File: src/rtl/battleship_pkg.sv
// Shared constants, fleet-word layout and FSM encoding for the shot
// resolution and piece-counting stages.
package battleship_pkg;

    localparam int NUM_ENTRADAS = 12;
    localparam int ADDR_W       = 5;
    localparam int DATA_W       = 64;
    localparam int SLOTS        = 5;
    localparam int COORD_W      = 8;
    localparam int MAX_COORD    = 10;

    // Cell field inside a fleet word: SLOTS slots of COORD_W bits
    localparam int FIELD_LSB    = 3;
    localparam int FIELD_MSB    = 42;

    typedef enum logic [2:0] {
        ST_IDLE = 3'd0,
        ST_RD   = 3'd1,
        ST_CMP  = 3'd2,
        ST_WR   = 3'd3,
        ST_DONE = 3'd4
    } estado_t;

    // A coordinate is legal when both row and column lie in 1..MAX_COORD
    function automatic logic coord_valida(input logic [3:0] l, input logic [3:0] c);
        return (l != 4'd0) && (l <= 4'(MAX_COORD)) &&
               (c != 4'd0) && (c <= 4'(MAX_COORD));
    endfunction

endpackage

File: src/rtl/processa_disparo_compara_slots.sv
// Combinational slot matcher: finds the lowest slot equal to the shot
// coordinate, returns the word with that slot zeroed and whether the
// remaining cell field is empty.
module compara_slots
    import battleship_pkg::*;
(
    input  logic [DATA_W-1:0]  palavra,
    input  logic [COORD_W-1:0] coord,
    output logic               achou,
    output logic [DATA_W-1:0]  palavra_limpa,
    output logic               vazio
);

    logic [2:0] indice_s;

    // Priority search: scanning downward lets the lowest matching slot win
    always_comb begin
        achou    = 1'b0;
        indice_s = 3'd0;
        for (int i = SLOTS - 1; i >= 0; i--) begin
            if (palavra[FIELD_LSB + COORD_W*i +: COORD_W] == coord) begin
                achou    = 1'b1;
                indice_s = 3'(i);
            end else begin
                achou    = achou;
                indice_s = indice_s;
            end
        end
    end

    // Zero only the selected slot; header bits pass through untouched
    always_comb begin
        palavra_limpa = palavra;
        for (int i = 0; i < SLOTS; i++) begin
            if (achou && (indice_s == 3'(i))) begin
                palavra_limpa[FIELD_LSB + COORD_W*i +: COORD_W] = {COORD_W{1'b0}};
            end else begin
                palavra_limpa = palavra_limpa;
            end
        end
        vazio = (palavra_limpa[FIELD_MSB:FIELD_LSB] == {(FIELD_MSB-FIELD_LSB+1){1'b0}});
    end

endmodule

File: src/rtl/processa_disparo.sv
// Shot resolver: scans the target fleet memory entry by entry, clears the
// hit cell with a single write-back and reports hit / sunk / miss / error.
module processa_disparo
    import battleship_pkg::*;
(
    input  logic              clk,
    input  logic              rst_n,
    input  logic              start,
    input  logic              jogador_alvo,
    input  logic [3:0]        linha,
    input  logic [3:0]        coluna,
    input  logic [DATA_W-1:0] mem_rdata,
    output logic [ADDR_W-1:0] addr,
    output logic              mem_sel,
    output logic              mem_we,
    output logic [DATA_W-1:0] mem_wdata,
    output logic              busy,
    output logic              done,
    output logic              acerto,
    output logic              afundou,
    output logic              erro
);

    estado_t             estado_r, estado_prox_s;
    logic [3:0]          linha_r, linha_prox_s;
    logic [3:0]          coluna_r, coluna_prox_s;
    logic                sel_r, sel_prox_s;
    logic [ADDR_W-1:0]   addr_r, addr_prox_s;
    logic                we_r, we_prox_s;
    logic [DATA_W-1:0]   wdata_r, wdata_prox_s;
    logic                busy_r, busy_prox_s;
    logic                done_r, done_prox_s;
    logic                acerto_r, acerto_prox_s;
    logic                afundou_r, afundou_prox_s;
    logic                erro_r, erro_prox_s;

    logic                achou_s;
    logic [DATA_W-1:0]   limpa_s;
    logic                vazio_s;

    compara_slots u_compara (
        .palavra       (mem_rdata),
        .coord         ({linha_r, coluna_r}),
        .achou         (achou_s),
        .palavra_limpa (limpa_s),
        .vazio         (vazio_s)
    );

    // Next-state and next-output logic; every output is registered below
    always_comb begin
        estado_prox_s  = estado_r;
        linha_prox_s   = linha_r;
        coluna_prox_s  = coluna_r;
        sel_prox_s     = sel_r;
        addr_prox_s    = addr_r;
        we_prox_s      = 1'b0;
        wdata_prox_s   = wdata_r;
        busy_prox_s    = busy_r;
        done_prox_s    = 1'b0;
        acerto_prox_s  = acerto_r;
        afundou_prox_s = afundou_r;
        erro_prox_s    = erro_r;

        case (estado_r)
            ST_IDLE: begin
                if (start) begin
                    linha_prox_s   = linha;
                    coluna_prox_s  = coluna;
                    sel_prox_s     = jogador_alvo;
                    addr_prox_s    = {ADDR_W{1'b0}};
                    acerto_prox_s  = 1'b0;
                    afundou_prox_s = 1'b0;
                    busy_prox_s    = 1'b1;
                    if (!coord_valida(linha, coluna)) begin
                        erro_prox_s   = 1'b1;
                        done_prox_s   = 1'b1;
                        estado_prox_s = ST_DONE;
                    end else begin
                        erro_prox_s   = 1'b0;
                        estado_prox_s = ST_RD;
                    end
                end else begin
                    busy_prox_s = 1'b0;
                end
            end
            ST_RD: begin
                estado_prox_s = ST_CMP;
            end
            ST_CMP: begin
                if (achou_s) begin
                    we_prox_s      = 1'b1;
                    wdata_prox_s   = limpa_s;
                    acerto_prox_s  = 1'b1;
                    afundou_prox_s = vazio_s;
                    estado_prox_s  = ST_WR;
                end else if (addr_r == ADDR_W'(NUM_ENTRADAS - 1)) begin
                    acerto_prox_s  = 1'b0;
                    done_prox_s    = 1'b1;
                    estado_prox_s  = ST_DONE;
                end else begin
                    addr_prox_s    = addr_r + {{(ADDR_W-1){1'b0}}, 1'b1};
                    estado_prox_s  = ST_RD;
                end
            end
            ST_WR: begin
                done_prox_s   = 1'b1;
                estado_prox_s = ST_DONE;
            end
            ST_DONE: begin
                busy_prox_s   = 1'b0;
                estado_prox_s = ST_IDLE;
            end
            default: begin
                busy_prox_s   = 1'b0;
                estado_prox_s = ST_IDLE;
            end
        endcase
    end

    // State register
    always_ff @(posedge clk or negedge rst_n) begin
        if (!rst_n) begin
            estado_r <= ST_IDLE;
        end else begin
            estado_r <= estado_prox_s;
        end
    end

    // Latched shot, memory interface and result registers
    always_ff @(posedge clk or negedge rst_n) begin
        if (!rst_n) begin
            linha_r   <= 4'd0;
            coluna_r  <= 4'd0;
            sel_r     <= 1'b0;
            addr_r    <= {ADDR_W{1'b0}};
            we_r      <= 1'b0;
            wdata_r   <= {DATA_W{1'b0}};
            busy_r    <= 1'b0;
            done_r    <= 1'b0;
            acerto_r  <= 1'b0;
            afundou_r <= 1'b0;
            erro_r    <= 1'b0;
        end else begin
            linha_r   <= linha_prox_s;
            coluna_r  <= coluna_prox_s;
            sel_r     <= sel_prox_s;
            addr_r    <= addr_prox_s;
            we_r      <= we_prox_s;
            wdata_r   <= wdata_prox_s;
            busy_r    <= busy_prox_s;
            done_r    <= done_prox_s;
            acerto_r  <= acerto_prox_s;
            afundou_r <= afundou_prox_s;
            erro_r    <= erro_prox_s;
        end
    end

    assign addr      = addr_r;
    assign mem_sel   = sel_r;
    assign mem_we    = we_r;
    assign mem_wdata = wdata_r;
    assign busy      = busy_r;
    assign done      = done_r;
    assign acerto    = acerto_r;
    assign afundou   = afundou_r;
    assign erro      = erro_r;

endmodule

File: config.mk
export PLATFORM = sky130hd
export DESIGN_NAME = processa_disparo
export DESIGN_NICKNAME = d
export VERILOG_FILES = /design/src/rtl/battleship_pkg.sv /design/src/rtl/processa_disparo_compara_slots.sv /design/src/rtl/processa_disparo.sv
export SDC_FILE = /design/constraint.sdc
export NUM_CORES = 1
export LEC_CHECK = 0
export ABC_AREA = 1
export CORE_ASPECT_RATIO = 2
export CORE_MARGIN = 2
export CORE_UTILIZATION = 42
export DETAILED_ROUTE_END_ITERATION = 12
export PLACE_DENSITY_LB_ADDON = 0.15
export SYNTH_ARGS = -nofsm -noshare
export SYNTH_HDL_FRONTEND = slang
export SYNTH_SLANG_ARGS = --single-unit
File: constraint.sdc
create_clock -name clk -period 1.6 [get_ports clk]
set_input_delay 0.32 -clock clk [delete_from_list [all_inputs] [get_ports clk]]
set_output_delay 0.32 -clock clk [all_outputs]
set_load 0.01 [all_outputs]
# After elaboration in Yosys (flattened, before gate mapping)
# Index checks and enable logic that the tools add are counted.
# word_totals
register_bits	87
in_bits	76
elab_cells	92
# op_classes
add_sub_neg	1
n_lt_le_gt_ge	2
n_eq_ne	18
muxes	39
n_reduce_logical	20
# op_table
cell	n
$eq A8 B8 Y1	5
$logic_not A40 Y1	1
$mux W8	5
$mux W3	9
$mux W1	16
$mux W5	3
$eq A3 B2 Y1 const B	4
$pmux W3 S4	1
$pmux W5 S2	1
$le A4 B4 Y1 const B	2
$logic_and A1 B1 Y1	8
$reduce_bool A4 Y1	2
$eq A3 B1 Y1 const B	2
$logic_not A3 Y1	2
$ne A2 B2 Y1 const B	3
$pmux W1 S2	3
$reduce_and A3 Y1	2
$add A5 B1 Y5 const B	1
$eq A5 B4 Y1 const B	1
$reduce_and A2 Y1	2
$reduce_and A4 Y1	1
$eq A3 B3 Y1 const B	1
$ne A3 B2 Y1 const B	1
$pmux W1 S3	1
3 further kinds	3

# Longest topological paths before layout
# depth
word_depth	12
mapped_depth	17

# By module
# Synthesis repeated with hierarchy kept, for this count alone.
# unflattened
cells_unflattened	729
area_unflattened_um2	5076.1
# modules_own_cells
module	instances	cells_per_inst	area_per_inst_um2
processa_disparo	1	412	3533.4
compara_slots	1	317	1542.7

# Least setup slack after synthesis
# Ideal clock, no wire load.
# synth_path
kind	reg2reg
from	reg linha_r[2]
to	reg afundou_r, in the netlist afundou
setup_time_ns	0.117
arrival_time_ns	1.611
required_time_ns	1.483
setup_slack_ns	-0.128
path_stages_with_launch	16
path_cell_list	dfrtp_1 -> buf_4 -> inv_2 -> nand2_1 -> nand2_1 -> nor2_1 -> nand2_1 -> inv_1 -> nand2_1 -> nand3_2 -> nor2_1 -> nor2_4 -> nor2_1 -> nor2_1 -> nand3_1 -> nand2_1
# synth_between
elab_chain_len	12
word_cells_on_any_way	35
cone_classes	eq/ne (10); mux (17); reduce/logical (8)
# synth_lines
item	line	source
start: declaration	processa_disparo.sv:25	logic [3:0] linha_r, linha_prox_s;
start signal: assignment	processa_disparo.sv:144	linha_r <= linha_prox_s;
$eq A8 B8 Y1	processa_disparo_compara_slots.sv:21	if (palavra[FIELD_LSB + COORD_W*i +: COORD_W] == coord) begin
$mux W3 (5 in a row)	processa_disparo_compara_slots.sv:21	
$eq A3 B1 Y1, or another cell as far along	processa_disparo_compara_slots.sv:35	if (achou && (indice_s == 3'(i))) begin
$logic_and A1 B1 Y1	processa_disparo_compara_slots.sv:35	
$mux W8	processa_disparo_compara_slots.sv:35	
$logic_not A40 Y1	processa_disparo_compara_slots.sv:41	vazio = (palavra_limpa[FIELD_MSB:FIELD_LSB] == {(FIELD_MSB-FIELD_LSB+1){1'b0}});
$mux W1	processa_disparo.sv:90	if (achou_s) begin
$pmux W1 S2	processa_disparo.sv:64	case (estado_r)
end signal: assignment	processa_disparo.sv:153	afundou_r <= afundou_prox_s;
end: declaration	processa_disparo.sv:34	logic afundou_r, afundou_prox_s;
# Parallel ways exist; a longest one is shown, timed or not. The select of a mux whose other input is x is not followed.
# A chain may end at the register's enable or synchronous reset.

# Worst setup path in the final report
# layout_path
from	reg linha_r[2]
to	reg wdata_r[32], in the netlist mem_wdata[32]
# layout_between
elab_chain_len	9
word_cells_on_any_way	19
cone_classes	eq/ne (6); mux (11); reduce/logical (2)
# layout_lines
item	line	source
$eq A8 B8 Y1	processa_disparo_compara_slots.sv:21	
$mux W3 (5 in a row)	processa_disparo_compara_slots.sv:21	
$eq A3 B2 Y1	processa_disparo_compara_slots.sv:35	
$logic_and A1 B1 Y1	processa_disparo_compara_slots.sv:35	
$mux W8	processa_disparo_compara_slots.sv:35	
end signal: assignment	processa_disparo.sv:137	wdata_r <= {DATA_W{1'b0}};
end signal: assignment	processa_disparo.sv:149	wdata_r <= wdata_prox_s;
end: declaration	processa_disparo.sv:30	logic [DATA_W-1:0] wdata_r, wdata_prox_s;
# Parallel ways exist; a longest one is shown, timed or not.

==> results.toml <==
[sta]
rsz0062_at_grt = "true"
final_max_slew_viol_count = 0
period_share = 1.271
hold_viol = 0
fin_skew_ns = 0.007040
min_period_ns = 2.033
setup_ws_ns = -0.4333
relSlewSlack = 0.6980
setup_violations = 77
worst_slew_pin_slew_ns = 0.4472
fmax_ghz = 0.4918

[cells_and_area]
layout.area.seq_mm2 = 0.002183
fillCellCount = 679
layout_commonest_cell = "nand2_1"
drive_above_1_share = 0.3385
multiInputGateArea_mm2 = 0.002721
num_antenna_cells = 0
area_growth_pct = 89.22
fin_nets = 976
layout_common_cells = "220 x nand2_1, 97 x clkdlybuf4s50_1, 85 x buf_4"

[power_and_ir_drop]
p_total_mw = 13.19
cellLeakagePower_nw = 4.913
p_per_area_mw_per_mm2 = 1508
ir_drop_mv = 0.9086

[run_status]
violations = "setup timing"
outcome = "finished, violations left"

[floorplanning]
die_area_mm2 = 0.01191
num_rows = 54
coreArea_mm2 = 0.01081
die_y_um = 152.3
ios = 152
initial_core_util = 0.4274
die_w_um = 78.17

[detailed_routing]
drc = 0
drt-total-wl_um = 18760
wl_per_cell_um = 17.97
ant_nets = 0
drt_iter0_markers = 200
via_count = 5292
first_pass_iters = 4
via_per_inst = 5.069

[setup_path]
rr_startpoint = "linha_r[2]"
worstPathCellList = "buf_12 > xnor2_1 > nand2_1 > nor2_1 > nand2_2 > nand2_8 > o21ai_4 > buf_12 > buf_6 > clkbuf_16 > o31ai_4"
cp_num_buf_inv = 4
cp.depth = 11
rr_worst_depth = 11
crit_top_cell = "buf_12"
worst-endpoint-arrival_ns = 2.29
worst-path-max-fanout = 8
slowest_delay_ns = 0.42
startpoint_type = "flip-flop"
reg2reg_slack_ns = -0.43
crit_type = "reg -> reg"
critical_path.top_delay_family = "buffers and inverters"
worstPathRequired_ns = 1.85
r2r-end = "mem_wdata[32]"
cp_slowest_cell = "dfrtp_1"
worstSetupEndpointType = "flip-flop"

[placed_design]
dp_slack_ns = -0.7051
portBuffers = 151
gp_congestion = 0.9090
hpwl_um = 11760

[global_routing]
gr-total-overflow = 0
grt_pass1_wl_um = 25160
grt_pass1_vias = 5206
antenna_found_initial = 0
grtUsageTotal = 0.2737
grt_max_degree = 40

[synthesis]
yosysWarnings = 0
syn_area_per_cell_um2 = 7.311
synth_edf_count = 0
syn_nets = 709
ys_ff_latch = 87
seq_area_frac_synth = 0.4712
synth_cell_types = 33
syn-cell-area_mm2 = 0.004621
async_flop_share = 1.000
netlist_instances = 632
ys.flop_type = "dfrtp_1"

[worst_hold_path]
hold_class = "in -> async"

[clocking]
clk_pin_slew_ns = 0.06
worst_skew_pair.late_latency_ns = 0.34
cts_buffer_depth = 2
cts_tree = "yes"
cts_root_buf = "clkbuf_16"
htree_levels = 3
cts_buffers = 9
cts_sinks = 87

[flow_run]
drv_cap = 0
power by group:
part           internal [mW]  switching [mW]
logic                   3.57            3.30
registers               3.16           0.871
clock network           1.38           0.908
layout make-up:
class	instances	area share
Inverter	65	0.03248
Sequential cell	87	0.2497
Tap cell	140	0.02003
Timing Repair Buffer	280	0.3497
Multi-Input combinational cell	456	0.3112
Clock buffer	10	0.02619
Clock inverter	6	0.01059
registers in the layout, summed over array words and instances (netlist names):
signal	cells
erro	1
linha_r	4
done	1
mem_sel	1
coluna_r	4
busy	1
addr	5
acerto	1
estado_r	3
afundou	1
mem_we	1
mem_wdata	64
synthesized netlist by cell type, drive strengths merged, types with 3 or more instances:
library cell / n / share of area
a21oi: 3 / 0.0032
buf: 22 / 0.031
dfrtp: 87 / 0.47
inv: 65 / 0.053
nand2: 301 / 0.25
nand3: 11 / 0.014
nor2: 45 / 0.039
nor3: 3 / 0.0032
o21ai: 48 / 0.054
o31ai: 14 / 0.023
o41ai: 3 / 0.0057
xnor2: 12 / 0.023
xor2: 7 / 0.013
per-layer routing:
metal | global-route usage | up-vias | part of all wire
met5 | 0 | - | 0
met4 | 0.1796 | 0 | 0.071
met3 | 0.05273 | 75 | 0.040
met2 | 0.5025 | 212 | 0.56
met1 | 0.2702 | 2504 | 0.33
li1 | - | 2501 | -
cells by family after synthesis:
group,Yosys count,share of synthesized area
buffers and inverters,89,0.08611
adder cells (fa/ha/maj),1,0.002707
XOR/XNOR,19,0.03601
flip-flops,87,0.4712
AND/OR/NAND/NOR,362,0.3076
AO/OA/AOI/OAI,73,0.09424
multiplexers,1,0.002166
repair_timing:
item / 4_1_cts / 5_1_grt
setup endpoints to repair: 85 / 111
gates cloned: 4 / 10
hold endpoints to repair: 7 / 0
hold buffers: 1 / 0
gates resized for setup: 85 / 201
pin swaps: 20 / 19
buffers inserted: 7 / 14
worst max path at each step:
stage | from | endpoint | slack [ns]
global placement | mem_rdata[19] | afundou | -0.70
CTS | coluna_r[3] | addr[2] | -0.32
floorplan | coluna_r[3] | mem_wdata[32] | -0.07
finish | linha_r[2] | mem_wdata[32] | -0.43
detailed placement | mem_rdata[19] | afundou | -0.71
global route | linha_r[2] | afundou | -0.50
per-stage QoR:
step	cells	instance area, µm²	utilization	TNS, ns	hold slack [ns]
4_1_cts	1022	7791	0.7207	-17.32	0.3473
6_report	1044	8743	0.8088	-26.34	0.3456
3_5_place_dp	994	7022	0.6495	-43.58	0.1671
5_1_grt	1044	8743	0.8088	-32.83	0.3421
3_3_place_gp	994	7022	0.6495	-40.56	0.1653
2_1_floorplan	632	4700	-	-2.401	0.02441
(Power assumes the default switching activity.)
